--- src/rtl/hazard_ctrl_if.sv ---
// ID-stage fields in, pipeline stall/flush/issue controls out.
// fwd_x/fwd_y exist only when HAZARD_FWD_EN is defined.
interface hazard_ctrl_if #(
    parameter int CNT_W = 16
);
    logic             id_valid;
    logic [4:0]       id_rs;
    logic [4:0]       id_rt;
    logic             id_rs_used;
    logic             id_rt_used;
    logic [4:0]       id_rd;
    logic             id_wr_en;
    logic             id_is_load;
    logic             id_is_halt;
    logic             IsBranchTaken;
    logic             IsStall;
    logic             flush;
    logic             issue;
    logic             halted;
    logic [CNT_W-1:0] stall_cnt;
`ifdef HAZARD_FWD_EN
    logic [1:0]       fwd_x;
    logic [1:0]       fwd_y;
`endif

    modport master (
        output id_valid, id_rs, id_rt, id_rs_used, id_rt_used,
        output id_rd, id_wr_en, id_is_load, id_is_halt, IsBranchTaken,
`ifdef HAZARD_FWD_EN
        input  fwd_x, fwd_y,
`endif
        input  IsStall, flush, issue, halted, stall_cnt
    );

    modport slave (
        input  id_valid, id_rs, id_rt, id_rs_used, id_rt_used,
        input  id_rd, id_wr_en, id_is_load, id_is_halt, IsBranchTaken,
`ifdef HAZARD_FWD_EN
        output fwd_x, fwd_y,
`endif
        output IsStall, flush, issue, halted, stall_cnt
    );
endinterface

--- src/rtl/hazard_ctrl.sv ---
// In-order pipeline hazard controller: RAW stalls, branch flush bubbles, HALT drain.
// Define HAZARD_FWD_EN to stall only on load-use and emit fwd_x/fwd_y bypass selects.
module hazard_ctrl #(
    parameter int FLUSH_CYCLES = 2,
    parameter int CNT_W        = 16
) (
    input  logic         clk,
    input  logic         rst,
    hazard_ctrl_if.slave bus
);
    localparam logic [1:0] ST_RUN    = 2'd0;
    localparam logic [1:0] ST_FLUSH  = 2'd1;
    localparam logic [1:0] ST_DRAIN  = 2'd2;
    localparam logic [1:0] ST_HALTED = 2'd3;

    localparam int              FC_W    = (FLUSH_CYCLES > 1) ? $clog2(FLUSH_CYCLES) : 1;
    localparam logic [FC_W-1:0] FC_INIT = FC_W'(FLUSH_CYCLES - 1);

    typedef struct packed {
        logic       valid;
        logic [4:0] rd;
        logic       wr_en;
        logic       is_load;
    } trk_t;

    function automatic logic src_hit(input trk_t ent, input logic [4:0] src, input logic used);
        return used && (src != 5'd0) && ent.valid && ent.wr_en && (ent.rd == src);
    endfunction

    logic [1:0]       state_q, state_d;
    logic [FC_W-1:0]  fcnt_q, fcnt_d;
    trk_t             e_q, m_q, w_q, e_d;
    logic [CNT_W-1:0] cnt_q, cnt_d;
    logic             raw_s, raw_stall_s, stall_s, flush_s, issue_s, run_s;
    logic             unused_ok_s;

    assign run_s       = (state_q == ST_RUN);
    assign unused_ok_s = ^{e_q.is_load, m_q.is_load, w_q.is_load};

    // Hazard detection against the in-flight producers.
    always_comb begin
        raw_s = 1'b0;
`ifdef HAZARD_FWD_EN
        if (e_q.is_load) begin
            raw_s = src_hit(e_q, bus.id_rs, bus.id_rs_used) | src_hit(e_q, bus.id_rt, bus.id_rt_used);
        end else begin
            raw_s = 1'b0;
        end
`else
        raw_s = src_hit(e_q, bus.id_rs, bus.id_rs_used) | src_hit(e_q, bus.id_rt, bus.id_rt_used)
              | src_hit(m_q, bus.id_rs, bus.id_rs_used) | src_hit(m_q, bus.id_rt, bus.id_rt_used)
              | src_hit(w_q, bus.id_rs, bus.id_rs_used) | src_hit(w_q, bus.id_rt, bus.id_rt_used);
`endif
    end

    // Pipeline controls; a taken branch overrides any pending RAW stall.
    always_comb begin
        raw_stall_s = 1'b0;
        flush_s     = 1'b0;
        stall_s     = 1'b0;
        issue_s     = 1'b0;
        if (rst) begin
            raw_stall_s = 1'b0;
        end else begin
            raw_stall_s = raw_s & bus.id_valid & run_s & ~bus.IsBranchTaken;
            flush_s     = (run_s & bus.IsBranchTaken) | (state_q == ST_FLUSH);
            stall_s     = raw_stall_s | (state_q == ST_DRAIN) | (state_q == ST_HALTED);
            issue_s     = bus.id_valid & ~stall_s & ~flush_s & run_s;
        end
    end

    // FSM next state and flush bubble counter.
    always_comb begin
        state_d = state_q;
        fcnt_d  = fcnt_q;
        case (state_q)
            ST_RUN: begin
                if (flush_s && (FLUSH_CYCLES > 1)) begin
                    state_d = ST_FLUSH;
                    fcnt_d  = FC_INIT;
                end else if (issue_s && bus.id_is_halt) begin
                    state_d = ST_DRAIN;
                end else begin
                    state_d = ST_RUN;
                end
            end
            ST_FLUSH: begin
                fcnt_d = (fcnt_q != {FC_W{1'b0}}) ? fcnt_q - FC_W'(1) : {FC_W{1'b0}};
                if (fcnt_q <= FC_W'(1)) begin
                    state_d = ST_RUN;
                end else begin
                    state_d = ST_FLUSH;
                end
            end
            ST_DRAIN: begin
                if (!e_q.valid && !m_q.valid && !w_q.valid) begin
                    state_d = ST_HALTED;
                end else begin
                    state_d = ST_DRAIN;
                end
            end
            ST_HALTED: state_d = ST_HALTED;
            default:   state_d = ST_RUN;
        endcase
    end

    // Tracker load and saturating RAW-stall count.
    always_comb begin
        e_d = '0;
        if (issue_s) begin
            e_d = '{valid: 1'b1, rd: bus.id_rd, wr_en: bus.id_wr_en, is_load: bus.id_is_load};
        end else begin
            e_d = '0;
        end
        if (raw_stall_s && (cnt_q != {CNT_W{1'b1}})) begin
            cnt_d = cnt_q + CNT_W'(1);
        end else begin
            cnt_d = cnt_q;
        end
    end

    // State registers with synchronous reset.
    always_ff @(posedge clk) begin
        if (rst) begin
            state_q <= ST_RUN;
            fcnt_q  <= {FC_W{1'b0}};
            e_q     <= '0;
            m_q     <= '0;
            w_q     <= '0;
            cnt_q   <= {CNT_W{1'b0}};
        end else begin
            state_q <= state_d;
            fcnt_q  <= fcnt_d;
            e_q     <= e_d;
            m_q     <= e_q;
            w_q     <= m_q;
            cnt_q   <= cnt_d;
        end
    end

`ifdef HAZARD_FWD_EN
    function automatic logic [1:0] fwd_sel(input trk_t e, input trk_t m, input logic [4:0] src,
                                           input logic used);
        if (src_hit(e, src, used)) begin
            return 2'd1;
        end else if (src_hit(m, src, used)) begin
            return 2'd2;
        end else begin
            return 2'd0;
        end
    endfunction

    assign bus.fwd_x = fwd_sel(e_q, m_q, bus.id_rs, bus.id_rs_used);
    assign bus.fwd_y = fwd_sel(e_q, m_q, bus.id_rt, bus.id_rt_used);
`endif

    assign bus.IsStall   = stall_s;
    assign bus.flush     = flush_s;
    assign bus.issue     = issue_s;
    assign bus.halted    = (state_q == ST_HALTED);
    assign bus.stall_cnt = cnt_q;
endmodule

--- src/flat_wrapper.sv ---
// flat-port wrapper written by rule: the top's interface ports become plain ports
module hazard_ctrl_flat 
#(
    parameter int FLUSH_CYCLES = 2,
    parameter int CNT_W        = 16
)
  (clk, rst, bus_id_valid, bus_id_rs, bus_id_rt, bus_id_rs_used, bus_id_rt_used, bus_id_rd, bus_id_wr_en, bus_id_is_load, bus_id_is_halt, bus_IsBranchTaken, bus_IsStall, bus_flush, bus_issue, bus_halted, bus_stall_cnt);
  hazard_ctrl_if #(.CNT_W(CNT_W)) bus_i ();
  input  logic clk;
  input  logic rst;
  input wire logic [$bits(bus_i.id_valid)-1:0] bus_id_valid;
  input wire logic [$bits(bus_i.id_rs)-1:0] bus_id_rs;
  input wire logic [$bits(bus_i.id_rt)-1:0] bus_id_rt;
  input wire logic [$bits(bus_i.id_rs_used)-1:0] bus_id_rs_used;
  input wire logic [$bits(bus_i.id_rt_used)-1:0] bus_id_rt_used;
  input wire logic [$bits(bus_i.id_rd)-1:0] bus_id_rd;
  input wire logic [$bits(bus_i.id_wr_en)-1:0] bus_id_wr_en;
  input wire logic [$bits(bus_i.id_is_load)-1:0] bus_id_is_load;
  input wire logic [$bits(bus_i.id_is_halt)-1:0] bus_id_is_halt;
  input wire logic [$bits(bus_i.IsBranchTaken)-1:0] bus_IsBranchTaken;
  output wire logic [$bits(bus_i.IsStall)-1:0] bus_IsStall;
  output wire logic [$bits(bus_i.flush)-1:0] bus_flush;
  output wire logic [$bits(bus_i.issue)-1:0] bus_issue;
  output wire logic [$bits(bus_i.halted)-1:0] bus_halted;
  output wire logic [$bits(bus_i.stall_cnt)-1:0] bus_stall_cnt;
  assign bus_i.id_valid = bus_id_valid;
  assign bus_i.id_rs = bus_id_rs;
  assign bus_i.id_rt = bus_id_rt;
  assign bus_i.id_rs_used = bus_id_rs_used;
  assign bus_i.id_rt_used = bus_id_rt_used;
  assign bus_i.id_rd = bus_id_rd;
  assign bus_i.id_wr_en = bus_id_wr_en;
  assign bus_i.id_is_load = bus_id_is_load;
  assign bus_i.id_is_halt = bus_id_is_halt;
  assign bus_i.IsBranchTaken = bus_IsBranchTaken;
  assign bus_IsStall = bus_i.IsStall;
  assign bus_flush = bus_i.flush;
  assign bus_issue = bus_i.issue;
  assign bus_halted = bus_i.halted;
  assign bus_stall_cnt = bus_i.stall_cnt;
  hazard_ctrl #(.FLUSH_CYCLES(FLUSH_CYCLES), .CNT_W(CNT_W)) u_core (.clk(clk), .rst(rst), .bus(bus_i));
endmodule
--- config.mk ---
export PLATFORM = sky130hd
export DESIGN_NAME = hazard_ctrl_flat
export DESIGN_NICKNAME = d
export VERILOG_FILES = /design/src/rtl/hazard_ctrl_if.sv /design/src/rtl/hazard_ctrl.sv /design/src/flat_wrapper.sv
export SDC_FILE = /design/constraint.sdc
export NUM_CORES = 1
export LEC_CHECK = 0
export BUFFER_PORTS_ARGS = -buffer_cell sky130_fd_sc_hd__buf_4
export CORE_UTILIZATION = 42
export CTS_CLUSTER_DIAMETER = 200
export DETAILED_ROUTE_END_ITERATION = 12
export PLACE_DENSITY = 0.7
export SETUP_SLACK_MARGIN = 0.02
export SYNTH_ARGS = -nofsm -noshare
export SYNTH_HDL_FRONTEND = slang
export SYNTH_SLANG_ARGS = --single-unit
--- constraint.sdc ---
create_clock -name clk -period 2.2 [get_ports clk]
set_clock_uncertainty 0.15 [all_clocks]
set_input_delay 0.11 -clock clk [delete_from_list [all_inputs] [get_ports clk]]
set_output_delay 0.11 -clock clk [all_outputs]
set_load 0.005 [all_outputs]
# Yosys cells after proc, flatten, opt, wreduce, memory -nomap -nowiden
# Cells that the tools add are included.
[classes]
add_sub_neg = 2
n_div = 0
mux = 13
n_shift = 0
n_reduce_logical = 33
order_cmp = 1
bitwise_logic = 19
eq_ne = 11
mul = 0
[ops]
columns = ["op", "n"]
rows = [
  ["$eq 5x5->1", 6],
  ["$logic_and 1x1->1", 24],
  ["$add 16x1->16 const B", 1],
  ["$ne 16x16->1 const B", 1],
  ["$reduce_bool 5->1", 2],
  ["$mux 1", 8],
  ["$mux 8", 1],
  ["$or 1x1->1", 8],
  ["$pmux 2 s4", 1],
  ["$and 1x1->1", 7],
  ["$eq 2x2->1 const B", 2],
  ["$mux 2", 2],
  ["$not 1->1", 4],
  ["$logic_not 1->1", 3],
  ["$eq 2x1->1 const B", 1],
  ["$logic_not 2->1", 1],
  ["$ne 2x2->1 const B", 1],
  ["$pmux 1 s2", 1],
  ["$reduce_and 2->1", 1],
  ["$reduce_bool 2->1", 1],
  ["$reduce_or 2->1", 1],
  ["$le 1x1->1 const B", 1],
  ["$sub 1x1->1 const B", 1],
]
[word_totals]
register_bits = 40
output_inout_bits = 20
rom_bits = 0
n_memories = 0
latch_bits = 0
ramBits = 0
input_bits = 24
word_cells = 91

# Longest topological paths before layout
# Gate-level depths: netlist (run 1).
[logic_depth]
ltp_word = 24
mapped_depth = 10
mapped_depth_nobuf = 8

# Least setup slack after synthesis (run 1)
# Ideal clock, no wire load.
[synth_path]
path_type = "register to register"
startpoint = "reg u_core.cnt_q[0] (netlist: u_core.bus.stall_cnt[0])"
endpoint = "reg u_core.cnt_q[1] (netlist: u_core.bus.stall_cnt[1])"
required_ns = 1.929
path_buffers = 2
stages_incl_launch_ff = 9
t_arrival_ns = 2.039
setup_slack_ns = -0.110
setup_time_ns = 0.121
synth_period_minus_slack_ns = 2.310
path_cell_list = "dfxtp_1 ha_1 nand2_1 or2_0 clkbuf_1 o31ai_2 buf_2 nor2_2 mux2_4"
[synth_via]
elab_chain_len = 2
elab_cells_between_ends = 3
cone_classes = "1 x add/sub; 1 x eq/ne; 1 x reduce/logical"
[synth_lines]
columns = ["element", "line_no", "text"]
rows = [
  ["start, declared", "hazard_ctrl.sv:33", "logic [CNT_W-1:0] cnt_q, cnt_d;"],
  ["start signal, assigned", "hazard_ctrl.sv:130", "cnt_q <= {CNT_W{1'b0}};"],
  ["start signal, assigned", "hazard_ctrl.sv:137", "cnt_q <= cnt_d;"],
  ["branches (longest 2 deep; another with $add 16x1->16)", "n/a", ""],
]
# Several ways; the timed one is not identified.
# A chain may end at the register's enable or synchronous reset.

# Worst setup path after layout (run 1)
[layout_path]
startpoint = "reg u_core.m_q[3] (netlist name)"
endpoint = "out bus_IsStall"
[layout_via]
elab_chain_len = 12
elab_cells_between_ends = 14
cone_classes = "2 x eq/ne; 1 x mux; 9 x bitwise; 2 x reduce/logical"
[layout_lines]
columns = ["element", "line_no", "text"]
rows = [
  ["start, declared", "hazard_ctrl.sv:32", "trk_t e_q, m_q, w_q, e_d;"],
  ["start signal, assigned", "hazard_ctrl.sv:135", "m_q <= e_q;"],
  ["$eq 5x5->1", "hazard_ctrl.sv:27", "return used && (src != 5'd0) && ent.valid && ent.wr_en && (ent.rd == src);"],
  ["$logic_and 1x1->1", "hazard_ctrl.sv:27", ""],
  ["$or 1x1->1", "hazard_ctrl.sv:51", "| src_hit(m_q, bus.id_rs, bus.id_rs_used) | src_hit(m_q, bus.id_rt, bus.id_rt_used)"],
  ["$or 1x1->1 (*)", "hazard_ctrl.sv:51", ""],
  ["$or 1x1->1 (*) (2 in series)", "hazard_ctrl.sv:52", "| src_hit(w_q, bus.id_rs, bus.id_rs_used) | src_hit(w_q, bus.id_rt, bus.id_rt_used);"],
  ["$and 1x1->1 (*) (3 in series)", "hazard_ctrl.sv:65", "raw_stall_s = raw_s & bus.id_valid & run_s & ~bus.IsBranchTaken;"],
  ["$or 1x1->1 (*) (2 in series)", "hazard_ctrl.sv:67", "stall_s = raw_stall_s | (state_q == ST_DRAIN) | (state_q == ST_HALTED);"],
  ["$mux 1 (*)", "hazard_ctrl.sv:62", "if (rst) begin"],
  ["end, declared", "flat_wrapper.sv:21", "output wire logic [$bits(bus_i.IsStall)-1:0] bus_IsStall;"],
]
# Mark *: on every way between the ends. The rest lies on a longest branch, timed or not.

==> results of run 1 <==
## metal layers
| layer | global-route usage | routed length (µm) |
|---|---|---|
| met4 | 0.0822 | 123 |
| met2 | 0.366 | 2580 |
| met5 | 0 | 0 |
| met1 | 0.254 | 2310 |
| met3 | 0.0556 | 217 |
## logic make-up (layout without fill, tap and decap cells)
family                     Yosys count  count (layout)
adders and majority gates            1               1
muxes                                5               5
and+or+nand+nor                     96              97
DFF                                 39              39
buffers and inverters               12              97
xor gates and xnor gates            35              35
AOI/OAI and AO/OA                   30              30
## registers in the layout, indices dropped and copies added, names as in the netlist
signal	count
u_core.bus.stall_cnt	16
u_core.e_q	7
u_core.m_q	7
u_core.w_q	7
u_core.state_q	2
## critical path, cell delays in order, from the launching register on
cell and delay [ps]:
dfxtp_2 330, buf_4 130, xor2_1 140, nor4_1 220
a22oi_1 140, o22ai_2 120, buf_6 160, buf_6 110
o21ai_2 50, a21oi_2 130, buf_4 130
## how the worst max path moves through the flow
stage / to / slack (ps)
final: bus_IsStall / -30
after global routing: bus_IsStall / -130
after CTS: bus_IsStall / -60
after detailed placement: u_core.bus.stall_cnt[5] / -100
after global placement: u_core.bus.stall_cnt[13] / -50
after floorplan: u_core.bus.stall_cnt[11] / 50
## power by group through the flow
stage / Clock (mW) / Combinational [mW] / Sequential, mW
after floorplan: 0 / 0.0628 / 0.739
after global placement: 0 / 0.133 / 0.741
after detailed placement: 0 / 0.135 / 0.742
after CTS: 0.631 / 0.151 / 0.725
after global routing: 0.660 / 0.176 / 0.727
final: 0.628 / 0.163 / 0.726
## final cells by class
class / instances / area share
Clock inverter: 2 / 0.0119
Timing Repair Buffer: 85 / 0.228
Sequential cell: 39 / 0.267
Inverter: 4 / 0.00509
Clock buffer: 6 / 0.0280
Multi-Input combinational cell: 168 / 0.438
Tap cell: 52 / 0.0221
## cells in the final DEF (no fill, tap or decap), types with 5 or more instances in the layout
| cell type | Yosys | layout |
|---|---|---|
| buf_4 | 0 | 73 |
| dlygate4sd3_1 | 0 | 8 |
| xor2_1 | 29 | 28 |
| dfxtp_1 | 39 | 34 |
| a21oi_1 | 9 | 8 |
| and3_1 | 8 | 8 |
| clkbuf_8 | 0 | 6 |
| nor2_1 | 17 | 16 |
| xnor2_1 | 6 | 6 |
| dfxtp_2 | 0 | 5 |
| or4_1 | 7 | 7 |
| nand3_1 | 9 | 8 |
| nand2_1 | 8 | 8 |
| nor2b_1 | 18 | 18 |
## what timing repair did
action	CTS	global route
resized for setup	17	17
endpoints found under the hold margin	8	0
pin swaps	17	5
setup endpoints to repair	9	24
gates cloned	1	0
hold buffers	8	0
buffers inserted	11	1
==> metrics.csv, run 1 <==
metric,value,unit
yosysTopAreaCell,dfxtp_1,
nFillCells,356,
wire_per_inst,14.7,µm
clk_latency,290,ps
required,1940,ps
antenna_found_initial,0,
drc,3,
synth.most_common_cell,dfxtp_1,
worstPathArrival,1970,ps
min_to,u_core.state_q[1],
setup.worst_path.start_class,flip-flop,
hpwl,3360,µm
maxCapViolCount,0,
synth_edf_count,0,
setup_ws,-28.6,ps
placed_area,0.00251,mm²
drv_slew,0,
numClockSinks,39,
synth_top_area_share,0.391,
rsz0062_at_grt,true,
hold_violations,0,
synth_cell_types,41,
synthMuxAreaShare,0.0332,
period_share,1.01,
fp-row-count,24,
area_growth,47.6,%
seq_area_frac_synth,0.391,
clock_path_buffers,2,
path_clk_slew,80,ps
die_y,71.0,µm
cp_max_fo,3,
synthFlopType,dfxtp_1,
syn_inst,218,
grt_pass1_wl,8340,µm
ir_drop,0.000284,V
whs,127,ps
cts_tree,done,
fin_crit,2230,ps
min_from,bus_IsBranchTaken,
p_leak,1.29,nW
grt_max_degree,38,
failed_checks,"DRC, setup timing",
hold_path_depth,5,
tns,-46.7,ps
nets,328,
fmax,0.449,GHz
synth-simple-area-share,0.284,
cts.htree.levels,2,
crit_type,flip-flop to output pin,
dieArea,0.00504,mm²
ff2ff_setup_slack,30,ps
seqPwrFrac,0.478,
synth_top_family_by_area,simple AND/OR/NAND/NOR gates,
drive_gt1_frac,0.398,
port_buffers,42,
setup_viol_count_final,2,
outcome,"complete, but fails checks",
synth_compound_area_frac,0.101,
timing.rr.start,u_core.m_q[3],
pwr-share-comb,0.108,
clockRootBuffer,clkbuf_8,
first_iter_violations,102,
r2r_cells,9,
track_usage,0.213,
dp_slack,-103,ps
synth_area_leaders,"dfxtp_1 (39%), xor2_1 (13%), nor2b_1 (5.6%)",
yosysWarnings,0,
p_int,1.17,mW
power,1.52,mW
power.density,514,mW/mm²
fin_cells,356,
gr-total-overflow,0,
fin_util,0.659,
core_area,0.00447,mm²
synthXorXnorAreaFrac,0.153,
p_sw_frac,0.229,
cp-end-kind,output pin,
regArea,787,µm²
multi_input_area,0.00129,mm²
route.vias.total,1857,
cts_buffers,5,
synth_fa_ha_area_frac,0.00626,
drtPass1Iterations,10,
syn_area,0.00200,mm²
synth-seq-cells,39,
synth_nets,243,
ios,44,
start_util,0.447,
num_antenna_cells,0,
switchingPower,348,µW
wl,5230,µm
critPathLaunch,u_core.m_q[3],
syn_avg_cell_area,9.17,µm²
reg2reg_to,u_core.bus.stall_cnt[6],
fp.dieW,71.0,µm
dp.cells,327,
hold_path_class,input pin to flip-flop,
antenna_left,0,
stdcell_area,0.00295,mm²
clock_power_share,0.414,
worst_pin_slew,392,ps
via_per_inst,5.22,
grt_pass1_vias,1871,
gp_congestion,0.787,
synth-async-reset-ratio,0,
synth_commonest_cells,"dfxtp_1 (39), xor2_1 (29), nor2b_1 (18)",
slew_headroom,0.739,
(Power assumes the default switching activity.)
==> inputs of run 2 (changes only) <==
- SKIP_CTS_REPAIR_TIMING: not set -> 1
==> run 2 against run 1 <==
The flow still finishes with violations (DRC, setup timing). Global-route usage fell by 1.9 points. Register-to-register slack got worse by 110 ps. Wire length shrank 7.0%. First-iteration DRC count fell by 35%. Utilization down 1.6 points. Final cell count decreased by 1.1%. Critical endpoint is now u_core.bus.stall_cnt[2]. Highest routed layer unchanged.
==> metrics.csv, run 2 (same netlist as run 1, synthesis figures left out) <==
metric,value,unit,change
power,1.50,mW,-0.78%
crit_slowest_cell,or4_4,,
die_y,71.0,µm,unchanged
grt_pass1_wl,7660,µm,-8.1%
hpwl,3360,µm,unchanged
area_growth,44.1,%,
multi_input_area,0.00124,mm²,-3.8%
via_per_inst,5.14,,-1.4%
cp_max_fo,14,,+11
route.vias.total,1810,,-2.5%
ios,44,,unchanged
nFillCells,373,,+4.8%
num_antenna_cells,0,,unchanged
grt_max_degree,38,,unchanged
drive_gt1_frac,0.360,,-0.0380
drv_slew,0,,unchanged
slew_headroom,0.733,,-0.00600
gr-total-overflow,0,,unchanged
whs,130,ps,+3.28 ps
numClockSinks,39,,unchanged
path_common_cell,buf_6,,
port_buffers,42,,unchanged
power.density,523,mW/mm²,+1.6%
fp-row-count,24,,unchanged
placed_area,0.00251,mm²,unchanged
gp_congestion,0.787,,unchanged
worstPathCellList,"buf_4, xor2_1, nor4_1, a22oi_1, o22ai_2, buf_6, nor2_8, buf_6, or4_4, a21oi_2",,
stdcell_area,0.00288,mm²,-2.4%
drtPass1Iterations,10,,unchanged
first_iter_violations,66,,-35%
fmax,0.439,GHz,-2.1%
failed_checks,"DRC, setup timing",,
grt_pass1_vias,1755,,-6.2%
ir_drop,0.000293,V,+3.0%
largest_reg_flops,16,,unchanged
setup_viol_count_final,6,,+4
dp.cells,327,,unchanged
fin_crit,2280,ps,+49.0 ps
tns,-268,ps,-221 ps
fp.dieW,71.0,µm,unchanged
hold_violations,0,,unchanged
start_util,0.447,,unchanged
clock_path_buffers,2,,unchanged
cts_tree,done,,
period_share,1.04,,+0.0223
p_leak,1.25,nW,-2.8%
nets,324,,-1.2%
crit_type,flip-flop to flip-flop,,
cp-end-kind,flip-flop,,
clk_latency,290,ps,about the same
wl,4860,µm,-7.0%
wire_per_inst,13.8,µm,-5.9%
outcome,"complete, but fails checks",,
maxCapViolCount,0,,unchanged
worstPathArrival,2350,ps,+380 ps
worst_pin_slew,401,ps,+8.99 ps
setup.worst_path.start_class,flip-flop,,
antenna_left,0,,unchanged
layout.cells.most_common,buf_4,,
hold_path_class,input pin to flip-flop,,
cts.htree.levels,2,,unchanged
layout.cells.most_common_list,"buf_4 (69), dfxtp_1 (38), xor2_1 (28)",,
drc,3,,unchanged
dieArea,0.00504,mm²,unchanged
antenna_found_initial,0,,unchanged
cts_buffers,5,,unchanged
fin_cells,352,,-1.1%
rsz0062_at_grt,true,,
regArea,785,µm²,-0.32%
core_area,0.00447,mm²,unchanged
required,2280,ps,+340 ps
crit_path_max_incr_delay,470,ps,+140 ps
path_clk_slew,80,ps,about the same
setup_ws,-77.6,ps,-49.0 ps
track_usage,0.194,,-0.0191
clockRootBuffer,clkbuf_8,,
## run 2: cell count changes in the layout (fill, tap and decap cells not counted), moves of 2 or more
cell,delta
buf_4,-4
o21ai_1,+2
dfxtp_2,-5
a21oi_2,+2
a21oi_1,-2
dfxtp_1,+4
nor4_4,-2
## run 2: where the power goes
| group | leakage [nW] | internal (mW) | switching, mW | total, mW |
|---|---|---|---|---|
| Clock | 0.0612 | 0.367 | 0.255 | 0.622 |
| Sequential | 0.316 | 0.714 | 0.0105 | 0.724 |
| Combinational | 0.877 | 0.0851 | 0.0729 | 0.158 |
| Total | 1.25 | 1.17 | 0.339 | 1.50 |
## run 2: final timing paths
| check | from | end | slack [ps] | depth (start not counted) |
|---|---|---|---|---|
| max | u_core.m_q[3] | u_core.bus.stall_cnt[2] | -80 | 10 |
| min | bus_IsBranchTaken | u_core.state_q[1] | 130 | 5 |
| max reg2reg | u_core.m_q[3] | u_core.bus.stall_cnt[2] | -80 | 10 |
| min reg2reg | u_core.m_q[1] | u_core.w_q[1] | 320 | 1 |
## run 2: critical path: cells and delay by family, from the launching register on
kind	cells	cell delay [ps]
flops	1	360
simple gates	3	770
compound gates	3	400
xor+xnor	1	140
buf+inv	3	400
## run 2: area by class of cell
type	instances	share of cell area
Multi-Input combinational cell	167	0.432
Sequential cell	39	0.272
Timing Repair Buffer	82	0.227
Clock buffer	6	0.0287
Tap cell	52	0.0226
Clock inverter	2	0.0122
Inverter	4	0.00522
## run 2: per-layer routing
| layer | global-route usage | wire length, µm | vias to the layer above |
|---|---|---|---|
| li1 | - | - | 926 |
| met1 | 0.230 | 2190 | 838 |
| met2 | 0.333 | 2420 | 42 |
| met3 | 0.0541 | 204 | 4 |
| met4 | 0.0711 | 45 | 0 |
| met5 | 0 | 0 | - |
## run 2: metrics by stage
| stage | util | worst slack, ps |
|---|---|---|
| after floorplan | - | 51.4 |
| after global placement | 0.562 | -47.5 |
| after detailed placement | 0.562 | -103 |
| after CTS | 0.588 | -226 |
| after global routing | 0.643 | -218 |
| final | 0.643 | -77.6 |
==> inputs of run 3 (changes only) <==
- REMOVE_ABC_BUFFERS: not set -> 1
==> run 3 against run 2 <==
The run still ends with DRC, setup timing left. Sequential power is essentially flat. Sequential cell count is the same. Clock power is essentially flat. Critical path type is now flip-flop to output pin. Final cell count shrank 1.4%. Cell area shrank 1.3%. Combinational power shrank 4%. Highest routed layer unchanged. Hold slack lost 5.6 ps. First-iteration DRC count shrank 4.5%. Count of clock-buffer cells in the layout is the same. Die area is the same. Worst setup slack lost 10 ps.
==> metrics.csv, run 3 (same netlist as run 1, synthesis figures left out) <==
metric,value,unit,change
grt_pass1_wl,7300,µm,-4.7%
timing.rr.start,u_core.w_q[2],,
largest_reg_flops,16,,unchanged
gp_congestion,0.810,,+2.9%
via_per_inst,5.25,,+2.1%
path_clk_slew,80,ps,about the same
stdcell_area,0.00284,mm²,-1.3%
pwr-share-comb,0.101,,-0.004
slew_headroom,0.736,,+0.00320
antenna_found_initial,0,,unchanged
ir_drop,0.000350,V,+20%
gr-total-overflow,0,,unchanged
path_common_cell,buf_6,,
r2r_cells,8,,-2
fmax,0.437,GHz,-0.46%
drive_gt1_frac,0.356,,-0.00407
nFillCells,385,,+3.2%
clock_path_buffers,2,,unchanged
hold_violations,0,,unchanged
p_leak,1.24,nW,-1.3%
power.density,527,mW/mm²,+0.82%
fin_cells,347,,-1.4%
worstPathArrival,2030,ps,-320 ps
crit_slowest_cell,nor4_1,,
nets,319,,-1.5%
grt_pass1_vias,1688,,-3.8%
track_usage,0.184,,-0.00937
dieArea,0.00504,mm²,unchanged
ios,44,,unchanged
fp-row-count,24,,unchanged
clock_power_share,0.415,,about the same
cts_buffers,5,,unchanged
period_share,1.04,,+0.00474
layout.cells.most_common,buf_4,,
cp_top_family,simple AND/OR/NAND/NOR gates,,
num_antenna_cells,0,,unchanged
min_to,u_core.state_q[1],,
hold_path_class,input pin to flip-flop,,
required,1940,ps,-340 ps
crit_type,flip-flop to output pin,,
cts_tree,done,,
crit_buf_inv,3,,unchanged
wire_per_inst,13.8,µm,about the same
fin_util,0.635,,-0.00839
layout.cells.most_common_list,"buf_4 (62), dfxtp_1 (36), xor2_1 (29)",,
antenna_left,0,,unchanged
ff2ff_setup_slack,-60,ps,+20 ps
power,1.50,mW,-0.50%
p_sw_frac,0.221,,-0.00357
cts.htree.levels,2,,unchanged
fin_crit,2290,ps,+10.4 ps
grt_max_degree,38,,unchanged
dp_slack,-85.1,ps,+17.5 ps
seqPwrFrac,0.484,,+0.003
failed_checks,"DRC, setup timing",,
route.vias.total,1822,,+0.66%
p_int,1.17,mW,about the same
hpwl,3170,µm,-5.6%
drv_slew,0,,unchanged
cp-end-kind,output pin,,
maxCapViolCount,0,,unchanged
setup_viol_count_final,7,,+1
fp.dieW,71.0,µm,unchanged
port_buffers,42,,unchanged
rsz0062_at_grt,true,,
min_from,bus_IsBranchTaken,,
tns,-327,ps,-58.9 ps
hold_path_depth,5,,unchanged
start_util,0.447,,unchanged
outcome,"complete, but fails checks",,
crit_path_max_incr_delay,340,ps,-130 ps
numClockSinks,39,,unchanged
clockRootBuffer,clkbuf_8,,
setup.worst_path.start_class,flip-flop,,
first_iter_violations,63,,-4.5%
reg2reg_to,u_core.bus.stall_cnt[14],,
wl,4790,µm,-1.5%
worstPathCellList,"xor2_1, nor4_1, a22oi_1, o22ai_2, buf_6, nor2_8, buf_6, and2_4, buf_6",,
critical_path_depth,9,,-1
cp_max_fo,15,,+1
switchingPower,332,µW,-2.1%
drtPass1Iterations,10,,unchanged
core_area,0.00447,mm²,unchanged
placed_area,0.00247,mm²,-1.5%
setup_ws,-88.0,ps,-10.4 ps
die_y,71.0,µm,unchanged
drc,2,,-1
area_growth,42.2,%,
clk_latency,290,ps,about the same
dp.cells,323,,-1.2%
whs,125,ps,-5.63 ps
worst_pin_slew,396,ps,-4.80 ps
run 3: changes by cell type in the layout (fill, tap and decap cells not counted), moves of 2 or more:
| cell | change |
|---|---|
| dfxtp_1 | -2 |
| nand3_2 | +2 |
| nor4_2 | -4 |
| dfxtp_2 | +3 |
| nor4_1 | +3 |
| o21ai_1 | -2 |
| nand3_1 | -2 |
| buf_4 | -7 |
| o21ai_0 | +2 |
run 3: final cells by class:
| class | count | area (µm²) | area share |
|---|---|---|---|
| sequential | 39 | 785 | 0.276 |
| clock buffer | 6 | 82.6 | 0.0291 |
| timing repair buffer | 77 | 618 | 0.218 |
| tap | 52 | 65.1 | 0.0229 |
| clock inverter | 2 | 35.0 | 0.0123 |
| multi-input combinational | 167 | 1240 | 0.437 |
| inverter | 4 | 15.0 | 0.00528 |
run 3: layer usage:
metal	share of wire	GRT usage
met1	0.44	0.219
met2	0.51	0.324
met3	0.046	0.0442
met4	0.012	0.0667
met5	0	0
run 3: worst min-delay path: cells and delay by family:
kind	cells	cell delay, ps
simple gates	2	120
buf+inv	2	230
compound gates	1	60
run 3: worst max path at each step:
| stage | startpoint | end | slack (ps) |
|---|---|---|---|
| after floorplan | u_core.bus.stall_cnt[0] | u_core.bus.stall_cnt[5] | -260 |
| after CTS | u_core.w_q[4] | bus_IsStall | -190 |
| after global routing | u_core.w_q[2] | bus_issue | -210 |
| after detailed placement | u_core.w_q[4] | u_core.bus.stall_cnt[5] | -90 |
| final | u_core.w_q[2] | bus_issue | -90 |
| after global placement | bus_id_rs[0] | u_core.bus.stall_cnt[5] | -30 |
run 3: power groups by stage:
stage,logic (mW),clock network (mW),registers [mW]
floorplan,0.0527,0,0.739
CTS,0.132,0.635,0.725
detailed placement,0.132,0,0.742
global route,0.165,0.662,0.727
global placement,0.130,0,0.741
finish,0.151,0.621,0.725
